--- src/rtl/timer_ctrl_if.sv ---
// Bundles the timer_ctrl request/response signals and the downstream counter hook-up.
// Latency: none, wiring only.
// Backpressure: none; start is dropped when the timer is busy, no handshake is stalled.
interface timer_ctrl_if #(
  parameter int COUNT_WIDTH    = 5,
  parameter int PRESCALE_WIDTH = 4
);
  // control requests
  logic                      start;
  logic                      stop;
  logic                      auto_reload;
  logic [COUNT_WIDTH-1:0]    period;
  logic [PRESCALE_WIDTH-1:0] prescale;
  logic                      irq_clr;
  // downstream down-counter value fed back to the timer
  logic [COUNT_WIDTH-1:0]    count;
  // timer outputs
  logic                      cnt_load;
  logic [COUNT_WIDTH-1:0]    cnt_load_in;
  logic                      cnt_en;
  logic                      busy;
  logic                      expire;
  logic                      irq;

  // environment side: issues requests, owns the down-counter
  modport master (
    output start, stop, auto_reload, period, prescale, irq_clr, count,
    input  cnt_load, cnt_load_in, cnt_en, busy, expire, irq
  );

  // timer side
  modport slave (
    input  start, stop, auto_reload, period, prescale, irq_clr, count,
    output cnt_load, cnt_load_in, cnt_en, busy, expire, irq
  );
endinterface

--- src/rtl/timer_ctrl.sv ---
// Sequences an external down-counter: load, prescaled enables, expiry pulse and sticky irq.
// Latency: start at cycle 0 -> cnt_load at 1 -> expire at N*(P+1)+3; auto-reload repeats at that interval.
// Backpressure: none; start is ignored while busy, stop aborts to IDLE on the next edge.
// Build option: define TIMER_CTRL_PRESCALE_EN to enable the prescaler, otherwise it behaves as P=0.
module timer_ctrl #(
  parameter int COUNT_WIDTH    = 5,
  parameter int PRESCALE_WIDTH = 4
) (
  input  logic          clk,
  input  logic          rst,
  timer_ctrl_if.slave   bus
);

  typedef enum logic [1:0] {
    IDLE = 2'd0,
    LOAD = 2'd1,
    RUN  = 2'd2,
    DONE = 2'd3
  } state_t;

  state_t                 state_q, state_d;
  logic [COUNT_WIDTH-1:0] period_q, period_d;
  logic                   irq_q, irq_d;
  logic                   tick;
  logic                   count_zero;
  logic                   start_acc;

  assign count_zero = (bus.count == '0);
  // start is only looked at in IDLE; a start while busy is simply dropped
  assign start_acc  = (state_q == IDLE) && bus.start;

`ifdef TIMER_CTRL_PRESCALE_EN
  logic [PRESCALE_WIDTH-1:0] prescale_q, prescale_d;
  logic [PRESCALE_WIDTH-1:0] presc_cnt_q, presc_cnt_d;

  // prescale value and prescaler counter registers
  always_ff @(posedge clk) begin
    if (!rst) begin
      prescale_q  <= '0;
      presc_cnt_q <= '0;
    end else begin
      prescale_q  <= prescale_d;
      presc_cnt_q <= presc_cnt_d;
    end
  end

  // latch divide value on accepted start; count 0..P only while running, held at 0 elsewhere
  always_comb begin
    prescale_d  = prescale_q;
    presc_cnt_d = '0;
    if (start_acc) begin
      prescale_d = bus.prescale;
    end
    if (state_q == RUN) begin
      if (presc_cnt_q == prescale_q) begin
        presc_cnt_d = '0;
      end else begin
        presc_cnt_d = PRESCALE_WIDTH'(presc_cnt_q + 1'b1);
      end
    end
  end

  assign tick = (state_q == RUN) && (presc_cnt_q == prescale_q);
`else
  // prescale input is kept on the interface for pin compatibility but has no effect here
  logic unused_prescale;
  assign unused_prescale = ^bus.prescale;
  assign tick            = (state_q == RUN);
`endif

  // state, latched period and sticky irq registers
  always_ff @(posedge clk) begin
    if (!rst) begin
      state_q  <= IDLE;
      period_q <= '0;
      irq_q    <= 1'b0;
    end else begin
      state_q  <= state_d;
      period_q <= period_d;
      irq_q    <= irq_d;
    end
  end

  // next-state: stop beats expiry, start beats stop in IDLE
  always_comb begin
    state_d = state_q;
    unique case (state_q)
      IDLE: if (bus.start) state_d = LOAD;
      LOAD: state_d = bus.stop ? IDLE : RUN;
      RUN: begin
        if (bus.stop)       state_d = IDLE;
        else if (count_zero) state_d = DONE;
      end
      DONE: begin
        if (bus.stop)            state_d = IDLE;
        else if (bus.auto_reload) state_d = LOAD;
        else                      state_d = IDLE;
      end
      default: state_d = IDLE;
    endcase
  end

  // period latch and irq: an expiry in the same cycle as irq_clr keeps irq set
  always_comb begin
    period_d = period_q;
    irq_d    = irq_q;
    if (start_acc) begin
      period_d = bus.period;
    end
    if (state_q == DONE) begin
      irq_d = 1'b1;
    end else if (bus.irq_clr) begin
      irq_d = 1'b0;
    end
  end

  // outputs decoded from registered state; cnt_en also masked by count so the counter never wraps
  always_comb begin
    bus.cnt_load    = (state_q == LOAD);
    bus.cnt_en      = tick && !count_zero;
    bus.busy        = (state_q != IDLE);
    bus.expire      = (state_q == DONE);
    bus.irq         = irq_q;
    bus.cnt_load_in = period_q;
  end

endmodule
--- src/flat_wrapper.sv ---
// flat-port wrapper written by rule: the top's interface ports become plain ports
module timer_ctrl_flat 
#(
  parameter int COUNT_WIDTH    = 5,
  parameter int PRESCALE_WIDTH = 4
)
  (clk, rst, bus_start, bus_stop, bus_auto_reload, bus_period, bus_prescale, bus_irq_clr, bus_count, bus_cnt_load, bus_cnt_load_in, bus_cnt_en, bus_busy, bus_expire, bus_irq);
  timer_ctrl_if #(.COUNT_WIDTH(COUNT_WIDTH), .PRESCALE_WIDTH(PRESCALE_WIDTH)) bus_i ();
  input  logic clk;
  input  logic rst;
  input wire logic [$bits(bus_i.start)-1:0] bus_start;
  input wire logic [$bits(bus_i.stop)-1:0] bus_stop;
  input wire logic [$bits(bus_i.auto_reload)-1:0] bus_auto_reload;
  input wire logic [$bits(bus_i.period)-1:0] bus_period;
  input wire logic [$bits(bus_i.prescale)-1:0] bus_prescale;
  input wire logic [$bits(bus_i.irq_clr)-1:0] bus_irq_clr;
  input wire logic [$bits(bus_i.count)-1:0] bus_count;
  output wire logic [$bits(bus_i.cnt_load)-1:0] bus_cnt_load;
  output wire logic [$bits(bus_i.cnt_load_in)-1:0] bus_cnt_load_in;
  output wire logic [$bits(bus_i.cnt_en)-1:0] bus_cnt_en;
  output wire logic [$bits(bus_i.busy)-1:0] bus_busy;
  output wire logic [$bits(bus_i.expire)-1:0] bus_expire;
  output wire logic [$bits(bus_i.irq)-1:0] bus_irq;
  assign bus_i.start = bus_start;
  assign bus_i.stop = bus_stop;
  assign bus_i.auto_reload = bus_auto_reload;
  assign bus_i.period = bus_period;
  assign bus_i.prescale = bus_prescale;
  assign bus_i.irq_clr = bus_irq_clr;
  assign bus_i.count = bus_count;
  assign bus_cnt_load = bus_i.cnt_load;
  assign bus_cnt_load_in = bus_i.cnt_load_in;
  assign bus_cnt_en = bus_i.cnt_en;
  assign bus_busy = bus_i.busy;
  assign bus_expire = bus_i.expire;
  assign bus_irq = bus_i.irq;
  timer_ctrl #(.COUNT_WIDTH(COUNT_WIDTH), .PRESCALE_WIDTH(PRESCALE_WIDTH)) u_core (.clk(clk), .rst(rst), .bus(bus_i));
endmodule
--- config.mk ---
export PLATFORM = sky130hd
export DESIGN_NAME = timer_ctrl_flat
export DESIGN_NICKNAME = d
export VERILOG_FILES = /design/src/rtl/timer_ctrl_if.sv /design/src/rtl/timer_ctrl.sv /design/src/flat_wrapper.sv
export SDC_FILE = /design/constraint.sdc
export NUM_CORES = 1
export LEC_CHECK = 0
export ABC_CLOCK_PERIOD_IN_PS = 1500
export CAP_MARGIN = 20
export CORE_AREA = 10 10 47 49
export CTS_CLUSTER_SIZE = 20
export DETAILED_ROUTE_END_ITERATION = 8
export DIE_AREA = 0 0 57 59
export PLACE_DENSITY = 0.7
export SLEW_MARGIN = 20
export SYNTH_ARGS = -nofsm -noshare
export SYNTH_HDL_FRONTEND = slang
export SYNTH_SLANG_ARGS = --single-unit
--- constraint.sdc ---
create_clock -name clk -period 1.5 [get_ports clk]
set_input_delay 0.3 -clock clk [delete_from_list [all_inputs] [get_ports clk]]
set_output_delay 0.3 -clock clk [all_outputs]
set_load 0.005 [all_outputs]
==> qor.txt <==
CTS clk-pin slew, worst paths - 0.05 ns
Area contributors post-synth - dfxtp_1 43%, mux2i_1 13%, nor2b_1 10%
ANT nets after route - 0
total of max-cap violations - 0
Largest stage delay, worst path - 0.38 ns
final setup violating endpoints - 0
number of DRC markers in iteration 0 - 0
CP most frequent cell - buf_6
Max rail drop VDD - 0.453 mV
Cells after Synth - 35
initial antenna violation count - 0
Peak Freq - 671 MHz
global-route wire length before repair - 1840 um
Reg2Reg Depth - 5
H-tree depth - 1
Initial Util - 26.6%
Post-CTS Hold Buffers - 0
RD Place Congestion - 0.599
total power - 531 uW
Synth top area share - 43.0%
Die ar. - 3360 um2
Detail Placement HPWL - 970 um
critical path class - primary input to output pin
sequential power share - 43.5%
CORE AREA - 1400 um2
# rows - 14
dominant cell type by area after synthesis - dfxtp_1
ANT cells - 0
syn_nets - 55
Die Wd - 57 um
RSZ-0062 raised after global routing - yes
outcome - finished clean
worst path required time - 1.20 ns
Mapped Avg Cell Area - 10.7 um2
Startpoint Class - primary input
Cell Int Power - 408 uW
share of cells above drive strength 1 - 27.3%
pre-CTS setup slack - -0.689 ns
cts bufs inserted - 3
Total Routing Usage GR - 6.81%
clock power share - 31.5%
Tmin final - 1.49 ns
Synth Register Bits - 8
CTS tree - yes
fin crit share - 99.4%
final WL - 1130 um
Leakage - 0.000303 uW
Arr. time, crit path - 1.19 ns
CTS Root Cell - clkbuf_4
PwrDens - 752 nW/um2
routed wire length per instance - 13.7 um
number of remaining DRC errors - 0
global route total overflow - 0
Synth Warn # - 0
hold depth - 2
endpoint class of the critical path - output pin
Fin Setup TNS - 0 ns
worst path bufs/invs - 2
final hold vios - 0
vias in the first global route - 419
Die H - 59 um
Worst Path Max Fanout - 2
Psw - 124 uW
Fin Clk Skew - 0.00426 ns
nets@finish - 88
worst-margin pin slew - 0.243 ns
sequential area share after synthesis - 43.0%
register area - 165 um2
Top delay family on crit path - simple AND/OR/NAND/NOR gates
routed vias - 372
TritonRoute pass-1 iters - 1
largest net degree at the start of global routing - 9
area grow syn2layout - 89.6%
critical-path cell list - buf_6 > or3_4 > o311a_4 > buf_6
most frequent cells in the layout - 16 x clkdlybuf4s50_1, 6 x nor2b_1, 6 x dfxtp_1
Hold WC Path Type - flip-flop to flip-flop
sw frac - 23.3%
Clock Sinks - 8
Final Max Tran Viols - 0
drt via density - 4.54
Levels on crit path - 4
worst-skew pair later-pin latency - 0.26 ns
multi-input logic area - 213 um2
Max clock buf depth - 2
port bufs - 25
Unique masters post-synth - 17
worst setup margin - 0.00898 ns
CP max stage cell - or3_4
I/O pins - 30
Post-Syn Area - 373 um2
Comb pwr share - 25.0%
Slew HR - 83.6%
commonest non-fill, non-tap cell in the layout - clkdlybuf4s50_1
number of fill cells - 151
## metrics by stage
step / hold WS, ns / cell area, um2 / utilization, % / instances
2_1_floorplan: 0.376 / 373 / - / 35
3_3_place_gp: 0.496 / 674 / 48.1 / 79
3_5_place_dp: 0.509 / 674 / 48.1 / 79
4_1_cts: 0.520 / 704 / 50.3 / 82
5_1_grt: 0.556 / 707 / 50.4 / 82
6_report: 0.513 / 707 / 50.4 / 82
## tightest hold or removal path: cells and delay by family (launching register included)
kind             cells  cell delay, ns
AND/OR/NAND/NOR      1            0.09
multiplexers         1            0.06
flip-flops           1            0.32
## layout make-up
| cell class | instances | share of cell area [%] |
|---|---|---|
| sequential | 8 | 23.4 |
| clock buffer | 3 | 3.19 |
| timing repair buffer | 29 | 40.0 |
| multi-input combinational | 25 | 30.1 |
| tap | 16 | 2.83 |
| inverter | 1 | 0.531 |
## kinds of logic (layout without fill, tap and decap cells)
family                 after synthesis  count (layout)  synth area share [%]
buffers and inverters                2              33                  4.03
AO/OA/AOI/OAI                        3               3                  7.72
multiplexers                         5               5                  13.4
XOR/XNOR                             1               1                  2.35
AND/OR/NAND/NOR                     16              16                  29.5
flip-flops                           8               8                  43.0
## sequential cells by signal, indices dropped and copies added (netlist names)
| name | cells |
|---|---|
| u_core.bus.cnt_load_in | 5 |
| u_core.state_q | 2 |
| u_core.bus.irq | 1 |
## synth_stat cells
cell type and number:
dfxtp_1 8, or2_2 1, o21a_1 1, nor4_1 1, and2_2 1, nor2b_1 6
buf_6 1, xnor2_1 1, nor3b_4 1, mux2i_1 5, nor3b_1 1, o311a_1 1
inv_1 1, nand2b_1 2, or3_1 1, nor2_1 2, o311a_2 1
## power groups by stage
| stage | clock (uW) | sequential, uW | combinational, uW |
|---|---|---|---|
| after floorplan | 0 | 238 | 43.8 |
| after global placement | 0 | 237 | 136 |
| after detailed placement | 0 | 237 | 138 |
| after CTS | 177 | 232 | 136 |
| after global routing | 184 | 233 | 145 |
| final | 167 | 231 | 133 |
## timing repair
item | 4_1_cts | 5_1_grt
setup endpoints to repair | 4 | 1
resized for setup | 24 | 1
pin swaps | 2 | 1
gates cloned | 0 | 0
buffers inserted | 0 | 0
## routing by layer
metal  vias to the layer above  GRT usage (%)  share of wire, %
met1                       163           6.84                38
li1                        185              -                 -
met5                         -              0                 0
met4                         0           4.03               1.6
met3                         2           5.58                19
met2                        22           9.61                42
## worst paths after layout
path	end	from	slack, ns
worst max-delay path	bus_cnt_en	bus_count[3]	0.009
worst min-delay path	u_core.bus.cnt_load_in[2]	u_core.bus.cnt_load_in[2]	0.51
worst max register to register	u_core.bus.cnt_load_in[1]	u_core.state_q[1]	0.25
worst min register to register	u_core.bus.cnt_load_in[2]	u_core.bus.cnt_load_in[2]	0.51
No activity file was read; power rests on OpenSTA's default activity.
